File: src/rtl/out_buff_pkg.sv
// ============================================================================
// Module   : out_buff_pkg
// Purpose  : Shared sizes and types for the 8-to-32 lane widening buffer.
// Revision : 1.0 - initial release
// ============================================================================
`default_nettype none

package out_buff_pkg;
    localparam int DW        = 32;
    localparam int LANES_IN  = 8;
    localparam int LANES_OUT = 32;
    localparam int BEATS     = LANES_OUT / LANES_IN;
    localparam int CNT_W     = $clog2(BEATS);

    typedef logic [DW-1:0]    lane_t;
    typedef logic [CNT_W-1:0] cnt_t;
endpackage

`default_nettype wire

File: src/rtl/out_buff_ctrl.sv
// ============================================================================
// Module   : out_buff_ctrl
// Purpose  : Beat counter, lane-bank write select and frame emit decision.
//            Optional partial-frame flush under OUT_BUFF_FLUSH_EN.
// Revision : 1.0 - initial release
// ============================================================================
`default_nettype none

module out_buff_ctrl
    import out_buff_pkg::*;
(
    input  logic             clk,
    input  logic             rst,
    input  logic             acc_i,
`ifdef OUT_BUFF_FLUSH_EN
    input  logic             flush_i,
`endif
    output logic [BEATS-1:0] wr_sel_o,
    output logic             emit_o,
    output logic             clr_asm_o,
    output logic             busy_o
);

    cnt_t cnt_q;
    cnt_t cnt_d;
    logic w_last;
    logic w_flush;

    always_comb begin
        w_last = (cnt_q == cnt_t'(BEATS - 1));
`ifdef OUT_BUFF_FLUSH_EN
        // A flush only matters when there is something to emit.
        w_flush = flush_i & (acc_i | (cnt_q != '0));
`else
        w_flush = 1'b0;
`endif
        emit_o    = (acc_i & w_last) | w_flush;
        clr_asm_o = emit_o;
        busy_o    = (cnt_q != '0);

        cnt_d = cnt_q;
        if (emit_o) begin
            cnt_d = '0;
        end else if (acc_i) begin
            cnt_d = cnt_q + cnt_t'(1);
        end

        wr_sel_o = '0;
        for (int b = 0; b < BEATS; b++) begin
            wr_sel_o[b] = acc_i & (cnt_q == cnt_t'(b));
        end
    end

    always_ff @(posedge clk) begin
        if (rst) begin
            cnt_q <= '0;
        end else begin
            cnt_q <= cnt_d;
        end
    end

endmodule

`default_nettype wire

File: src/rtl/out_buff.sv
// ============================================================================
// Module   : out_buff
// Purpose  : Packs four 8-lane beats into one registered 32-lane frame with a
//            one-cycle valid pulse. Define OUT_BUFF_FLUSH_EN for the flush port.
// Revision : 1.0 - initial release
// ============================================================================
`default_nettype none

module out_buff
    import out_buff_pkg::*;
(
    input  logic          clk,
    input  logic          rst,
`ifdef OUT_BUFF_FLUSH_EN
    input  logic          flush,
`endif
    input  logic          enable,
    input  logic [DW-1:0] in_data_0,
    input  logic [DW-1:0] in_data_1,
    input  logic [DW-1:0] in_data_2,
    input  logic [DW-1:0] in_data_3,
    input  logic [DW-1:0] in_data_4,
    input  logic [DW-1:0] in_data_5,
    input  logic [DW-1:0] in_data_6,
    input  logic [DW-1:0] in_data_7,
    input  logic          in_data_valid,
    output logic [DW-1:0] out_data_0,  output logic [DW-1:0] out_data_1,
    output logic [DW-1:0] out_data_2,  output logic [DW-1:0] out_data_3,
    output logic [DW-1:0] out_data_4,  output logic [DW-1:0] out_data_5,
    output logic [DW-1:0] out_data_6,  output logic [DW-1:0] out_data_7,
    output logic [DW-1:0] out_data_8,  output logic [DW-1:0] out_data_9,
    output logic [DW-1:0] out_data_10, output logic [DW-1:0] out_data_11,
    output logic [DW-1:0] out_data_12, output logic [DW-1:0] out_data_13,
    output logic [DW-1:0] out_data_14, output logic [DW-1:0] out_data_15,
    output logic [DW-1:0] out_data_16, output logic [DW-1:0] out_data_17,
    output logic [DW-1:0] out_data_18, output logic [DW-1:0] out_data_19,
    output logic [DW-1:0] out_data_20, output logic [DW-1:0] out_data_21,
    output logic [DW-1:0] out_data_22, output logic [DW-1:0] out_data_23,
    output logic [DW-1:0] out_data_24, output logic [DW-1:0] out_data_25,
    output logic [DW-1:0] out_data_26, output logic [DW-1:0] out_data_27,
    output logic [DW-1:0] out_data_28, output logic [DW-1:0] out_data_29,
    output logic [DW-1:0] out_data_30, output logic [DW-1:0] out_data_31,
    output logic          out_data_valid,
    output logic          busy
);

    logic                        w_acc;
    logic [BEATS-1:0]            w_wr_sel;
    logic                        w_emit;
    logic                        w_clr_asm;
    lane_t [LANES_IN-1:0]        w_beat;
    lane_t [LANES_OUT-1:0]       w_frame;
    lane_t [LANES_OUT-1:0]       asm_q;
    lane_t [LANES_OUT-1:0]       asm_d;
    lane_t [LANES_OUT-1:0]       out_q;
    logic                        valid_q;

    assign w_acc  = enable & in_data_valid;
    assign w_beat = {in_data_7, in_data_6, in_data_5, in_data_4,
                     in_data_3, in_data_2, in_data_1, in_data_0};

    out_buff_ctrl u_ctrl (
        .clk       (clk),
        .rst       (rst),
        .acc_i     (w_acc),
`ifdef OUT_BUFF_FLUSH_EN
        .flush_i   (flush),
`endif
        .wr_sel_o  (w_wr_sel),
        .emit_o    (w_emit),
        .clr_asm_o (w_clr_asm),
        .busy_o    (busy)
    );

    // The incoming beat is merged here so a completing beat reaches the output
    // registers on the same edge it is accepted.
    always_comb begin
        w_frame = asm_q;
        for (int b = 0; b < BEATS; b++) begin
            if (w_wr_sel[b]) begin
                w_frame[b*LANES_IN +: LANES_IN] = w_beat;
            end
        end
        asm_d = w_clr_asm ? '0 : w_frame;
    end

    always_ff @(posedge clk) begin
        if (rst) begin
            asm_q   <= '0;
            out_q   <= '0;
            valid_q <= 1'b0;
        end else begin
            asm_q   <= asm_d;
            valid_q <= w_emit;
            if (w_emit) begin
                out_q <= w_frame;
            end
        end
    end

    assign out_data_valid = valid_q;

    assign out_data_0  = out_q[0];  assign out_data_1  = out_q[1];
    assign out_data_2  = out_q[2];  assign out_data_3  = out_q[3];
    assign out_data_4  = out_q[4];  assign out_data_5  = out_q[5];
    assign out_data_6  = out_q[6];  assign out_data_7  = out_q[7];
    assign out_data_8  = out_q[8];  assign out_data_9  = out_q[9];
    assign out_data_10 = out_q[10]; assign out_data_11 = out_q[11];
    assign out_data_12 = out_q[12]; assign out_data_13 = out_q[13];
    assign out_data_14 = out_q[14]; assign out_data_15 = out_q[15];
    assign out_data_16 = out_q[16]; assign out_data_17 = out_q[17];
    assign out_data_18 = out_q[18]; assign out_data_19 = out_q[19];
    assign out_data_20 = out_q[20]; assign out_data_21 = out_q[21];
    assign out_data_22 = out_q[22]; assign out_data_23 = out_q[23];
    assign out_data_24 = out_q[24]; assign out_data_25 = out_q[25];
    assign out_data_26 = out_q[26]; assign out_data_27 = out_q[27];
    assign out_data_28 = out_q[28]; assign out_data_29 = out_q[29];
    assign out_data_30 = out_q[30]; assign out_data_31 = out_q[31];

endmodule

`default_nettype wire

File: config.mk
export PLATFORM = sky130hd
export DESIGN_NAME = out_buff
export DESIGN_NICKNAME = d
export VERILOG_FILES = /design/src/rtl/out_buff_pkg.sv /design/src/rtl/out_buff_ctrl.sv /design/src/rtl/out_buff.sv
export SDC_FILE = /design/constraint.sdc
export NUM_CORES = 2
export LEC_CHECK = 0
export CAP_MARGIN = 15
export CORE_AREA = 2 2 500 502
export CTS_BUF_LIST = sky130_fd_sc_hd__clkbuf_4 sky130_fd_sc_hd__clkbuf_8 sky130_fd_sc_hd__clkbuf_16
export CTS_CLUSTER_SIZE = 40
export DETAILED_ROUTE_END_ITERATION = 6
export DIE_AREA = 0 0 502 504
export HOLD_SLACK_MARGIN = 0.03
export PLACE_DENSITY = 0.44
export SYNTH_ARGS = -nofsm -noshare
export SYNTH_HDL_FRONTEND = slang
export SYNTH_SLANG_ARGS = --single-unit
File: constraint.sdc
create_clock -name clk -period 1.89 [get_ports clk]
set_input_delay 0.4725 -clock clk [delete_from_list [all_inputs] [get_ports clk]]
set_output_delay 0.4725 -clock clk [all_outputs]
set_load 0.03 [all_outputs]
* Word level (Yosys, flattened, before mapping)
Index checks and enable logic that the tools add are counted.
** Operators by class
- Shifts and indexed selects :: 0
- Multiply operators :: 0
- Muxes and demuxes :: 4
- Divide/modulo/power cells :: 0
- Magnitude comparators :: 0
- Equality and inequality tests :: 3
- Reductions and logical operators :: 3
- $add $sub $neg :: 1
- Bitwise logic cells :: 5
** Operators with widths (number)
- two-way mux 256 bit :: 4
- bitwise AND 1 bit :: 5
- equality test 2 bit (second input constant) :: 2
- adder 2 x 1 -> 2 bit (second input constant) :: 1
- equality test 2 x 1 -> 1 bit (second input constant) :: 1
- zero test 2 bit :: 1
- nonzero test 2 bit :: 1
- OR reduction 2 bit :: 1
** Storage, ports and cells
- Bits of input ports :: 260
- Flip-flop bits (word level) :: 2051
- Latch bits :: 0
- Memories :: 0
- Bits in writable memories :: 0
- Memory bits (read-only) :: 0
- Word-level logic and storage cells :: 82

* Depth between registers and ports, before layout
- Depth after elaboration :: 3
- Gate-level depth with buffers :: 8

* Modules after synthesis
From an unflattened synthesis, not the netlist that was laid out.
** Second synthesis, totals
- Cell total of the unflattened synthesis :: 6740
- Area total of the unflattened synthesis :: 69741.9 µm²
** By module, submodules not included
- out_buff :: area an instance 69559.2 µm², times used 1, sequential area each 41019.3 µm², cells each 6720
- out_buff_ctrl :: area an instance 182.7 µm², times used 1, sequential area each 40.0 µm², cells each 20

* Worst setup path after synthesis
OpenSTA, ideal clock, no wires.
- Path kind :: register to output
- From :: register u_ctrl.cnt_q[0]
- To :: output port busy
- Buffers on the path :: 3
- Cell stages (with the launch flop) :: 7
- Slack :: 0.029 ns
- Arrival :: 1.388 ns
- Path through :: dfxtp_1 > inv_1 > ha_1 > buf_2 > buf_2 > buf_2 > inv_1
** Between the ends
- Word-level cells in the longest chain between the ends :: 1
** RTL lines
- start: declaration :: RTL line out_buff_ctrl.sv:24 : cnt_t cnt_q;
- start signal: assignment :: RTL line out_buff_ctrl.sv:58 : cnt_q <= cnt_d;
- nonzero test 2 bit :: RTL line out_buff_ctrl.sv:39 : busy_o = (cnt_q != '0);
- end: declaration :: RTL line out_buff.sv:44 : output logic busy
No other way between the ends.

* Final worst setup path
- From :: register u_ctrl.cnt_q[1]
- To :: output port busy
Same word-level chain as after synthesis.

==> implementation parameters <==
Parameter                              Value

Global routing
  Largest net degree at the start of global routing ... between 70 and 80
  Number of antenna violations at the first check in global routing ... 17
  Number of global-route vias before repair ... 49705
  Total Routing Usage GR ... 20.2%
  First-pass GRT wire length ... 376 mm
  Total gr overflow ... 0

Final layout
  Largest register by flop count ... asm_q
  Area growth from synthesis to layout ... 49.9%
  Proportion of layout cells with a drive suffix above 1 ... 38.0%
  Non-filler cells in the finished layout ... 10701
  Number of flip-flops under the largest register name ... around 770
  Layout Nets ... around 7500
  Number of fillers in the final layout ... 24503
  Multi-input gate area ... about 24000 µm²
  Total area of sequential cells ... between 30000 and 40000 µm²

Timing
  Final hold viol count ... 0
  Clock period minus worst slack ... 2.18 ns
  Final setup viols ... approximately 380
  Sum of negative setup slack ... -10.38 ns
  Highest clock rate ... 459 MHz
  Maximum clock skew at final layout ... 0.0685 ns
  Final setup margin ... -0.290 ns
  Max Transition Viols Final ... 0
  Setup repair after global routing missed its margin ... yes
  Worst slew slack as a fraction of its limit ... between 50% and 60%
  Post-route worst hold slack ... 0.313 ns
  Slew @ Worst Pin ... 0.663 ns
  Final period util ... 115%

Setup path
  Endpoint required time on the critical path ... 1.42 ns
  Worst setup path start ... u_ctrl.cnt_q[1]
  Largest fanout on the critical path ... 2
  Critical path data arrival time ... 1.71 ns
  Register-to-Register Path Depth ... 8
  Critical path launch point type ... flop
  Type of the worst setup path ... flop to output port
  Crit. End Element ... output port
  Slowest-stage cell, CP ... dfxtp_2
  Critical register-to-register path startpoint ... u_ctrl.cnt_q[0]
  Ordered list of cells on the worst path ... inv_4 > ha_4 > buf_16 > clkinv_8 > buf_12
  Critical Path Max Stage Delay ... 0.36 ns

Routing
  Drt total wl ... 271 mm
  Via total after detailed routing ... 50324
  Initial detailed-routing violation count ... 3009
  DRC violation count after routing ... 0
  Final ANT Viol Nets ... 0
  Detail-routed net length per standard cell ... 25.3 µm
  DR vias/cell ... 4.70
  Total iterations of the first detailed-routing run ... 5

Clock network
  CTS buffer count ... 202
  H-Tree Level Count ... 4
  Clock-pin transition on the worst setup and hold timing paths ... about 0.060 ns
  Clock tree from TritonCTS ... built
  Worst skew pair latency ... 0.87 ns
  Buffer levels on the longest clock path ... 3
  Sink count of the clock tree ... roughly 1800
  Hold-fix buffer count after cts ... 0
  Clk root buf ... clkbuf_16

Yosys
  Syn avg cell area ... 11.0 µm²
  Flip-flop and latch count after synthesis ... 1795
  Share of synthesized area spent on multiplexers ... ~12%
  Count of distinct cell types in the synthesized netlist ... 26
  Compound-gate portion of the synthesized area ... 20.8%
  Share of synthesized flip-flops with an asynchronous set or reset ... 0%
  XOR/XNOR share of the synthesized area ... less than 1%
  Dominant combinational cell family by area after synthesis ... compound AO/OA/AOI/OAI gates
  Gate Count Post-Synth ... around 5600
  Number of synthesis warnings ... 0
  Number of enable-type register cells in the synthesized netlist ... 0
  Simple-gate area share of the yosys netlist ... 4.81%
  Total nets after synthesis ... 5906
  Fraction of the yosys area taken by sequential cells ... about 58%
  Area of the mapped netlist ... 62000 µm²
  Prevailing post-synth register cell ... dfxtp_1
  Adder-cell share of the synthesized area ... less than 1%

Floorplan
  Vert. Die Dim ... 504 µm
  Die area ... 253000 µm²
  Chip width ... between 500 and 600 µm
  Starting density of the core ... between 20% and 30%
  Standard cell core area ... about 250000 µm²
  Total I/O pin count ... 1286
  Standard-cell row count ... 183

Power
  Largest voltage drop on the vdd net ... 0.836 mV
  Power density of the placed cells ... 947 nW/µm²
  Lkg Pwr ... around 37 nW

Placed design
  Number of placed instances, taps included ... just over 10000
  Pre-CTS setup slack ... -0.736 ns
  Port Buffer Count ... 1285
  Global placement routability congestion ... just over 0.8
  Post-detail-place hpwl ... around 190 mm

Worst hold path
  Critical hold path startpoint ... in_data_6[4]
  Worst hold path cell count ... 2
  Min-Delay Path Class ... input pin to flop

Outcome
  Violations in the final reports ... setup timing
  Run status ... complete, but fails checks

Run
  Maximum Capacitance Violations ... 0
## through the flow
stage	area (µm²)	power, mW	utilization [%]
final	92900	88.0	37.5
after global routing	92900	91.0	37.5
after CTS	91100	88.9	36.8
after detailed placement	82100	45.9	33.2
after global placement	82100	45.9	33.2
after floorplan	62000	42.2	-
## critical path: cells and delay by family, from the launching register on
family | cells | cell delay [ns]
adder cells (fa/ha/maj) | 1 | 0.17
flip-flops | 1 | 0.36
buffers and inverters | 4 | 0.32
## what timing repair did
action,in CTS,in global routing
pin swaps,3,4
gates resized for setup,5598,1768
setup buffers,27,31
endpoints found under the hold margin,0,0
setup endpoints to repair,2652,2319
gates cloned,0,23
## placed cells by master (no fill, tap or decap), drive strengths merged
master,count
a21oi,4
xnor2,1
and4bb,1
bufinv,21
diode,4
and3,1
nand3b,3
o21ba,3
a31o,1
clkdlybuf4s50,259
mux2i,768
and2,3
ha,4
buf,1559
nand3,1
clkbuf,326
clkinvlp,4
dfxtp,1795
nor2,4
inv,9
a22o,1021
a31oi,1
clkinv,36
o21ai,771
nand2,770
nand4b,1
## area by class of cell
type | instances | share of cell area [%]
clock inverter | 66 | 1.22
timing repair buffer | 1837 | 22.1
inverter | 4 | 0.0431
tap | 3330 | 4.48
clock buffer | 307 | 6.69
antenna | 4 | 0.0108
multi-input combinational | 3358 | 25.5
sequential | 1795 | 39.9
## cell usage after synthesis, types with 2 or more instances
cell      number  area, µm²
a21oi_1        4       20.0
a22o_1      1021       8940
and2_1         3       18.8
buf_1          2       7.51
buf_2        398       1990
buf_4         33        248
clkbuf_1      52        195
dfxtp_1     1795      35900
ha_1           4       50.1
inv_1          3       11.3
mux2i_1      768       7690
nand2_1      769       2890
nand3b_1       3       22.5
nor2_1         4       15.0
o21ai_0      311       1560
o21ai_1      460       2300
o21ba_2        3       30.0
## metal layers
layer	GRT usage (%)	vias up	wire length (µm)
met1	25.1	24893	115000
li1	-	23633	-
met4	6.55	2	8900
met2	32.9	1483	126000
met5	0	-	18
met3	6.32	313	21100
## worst paths after layout
kind	endpoint	slack [ns]
setup / recovery	busy	-0.29
hold / removal	asm_q[196]	0.31
setup reg to reg	out_data_6[4]	-0.21
hold reg to reg	out_data_9[2]	0.45
## where the power goes
part | total [mW] | leakage, nW | switching, mW | internal (mW)
sequential | 38.5 | 14.9 | 0.244 | 38.2
combinational | 6.73 | 18.7 | 3.83 | 2.90
clock | 42.8 | 3.66 | 17.1 | 25.7
total | 88.0 | 37.3 | 21.2 | 66.8
## cells by family after synthesis
family / Yosys count
AOI/OAI and AO/OA: 1801
adders and majority gates: 4
and+or+nand+nor: 784
muxes: 768
DFF: 1795
xor gates and xnor gates: 1
buffers and inverters: 489
Power figures use the tool's default switching activity.
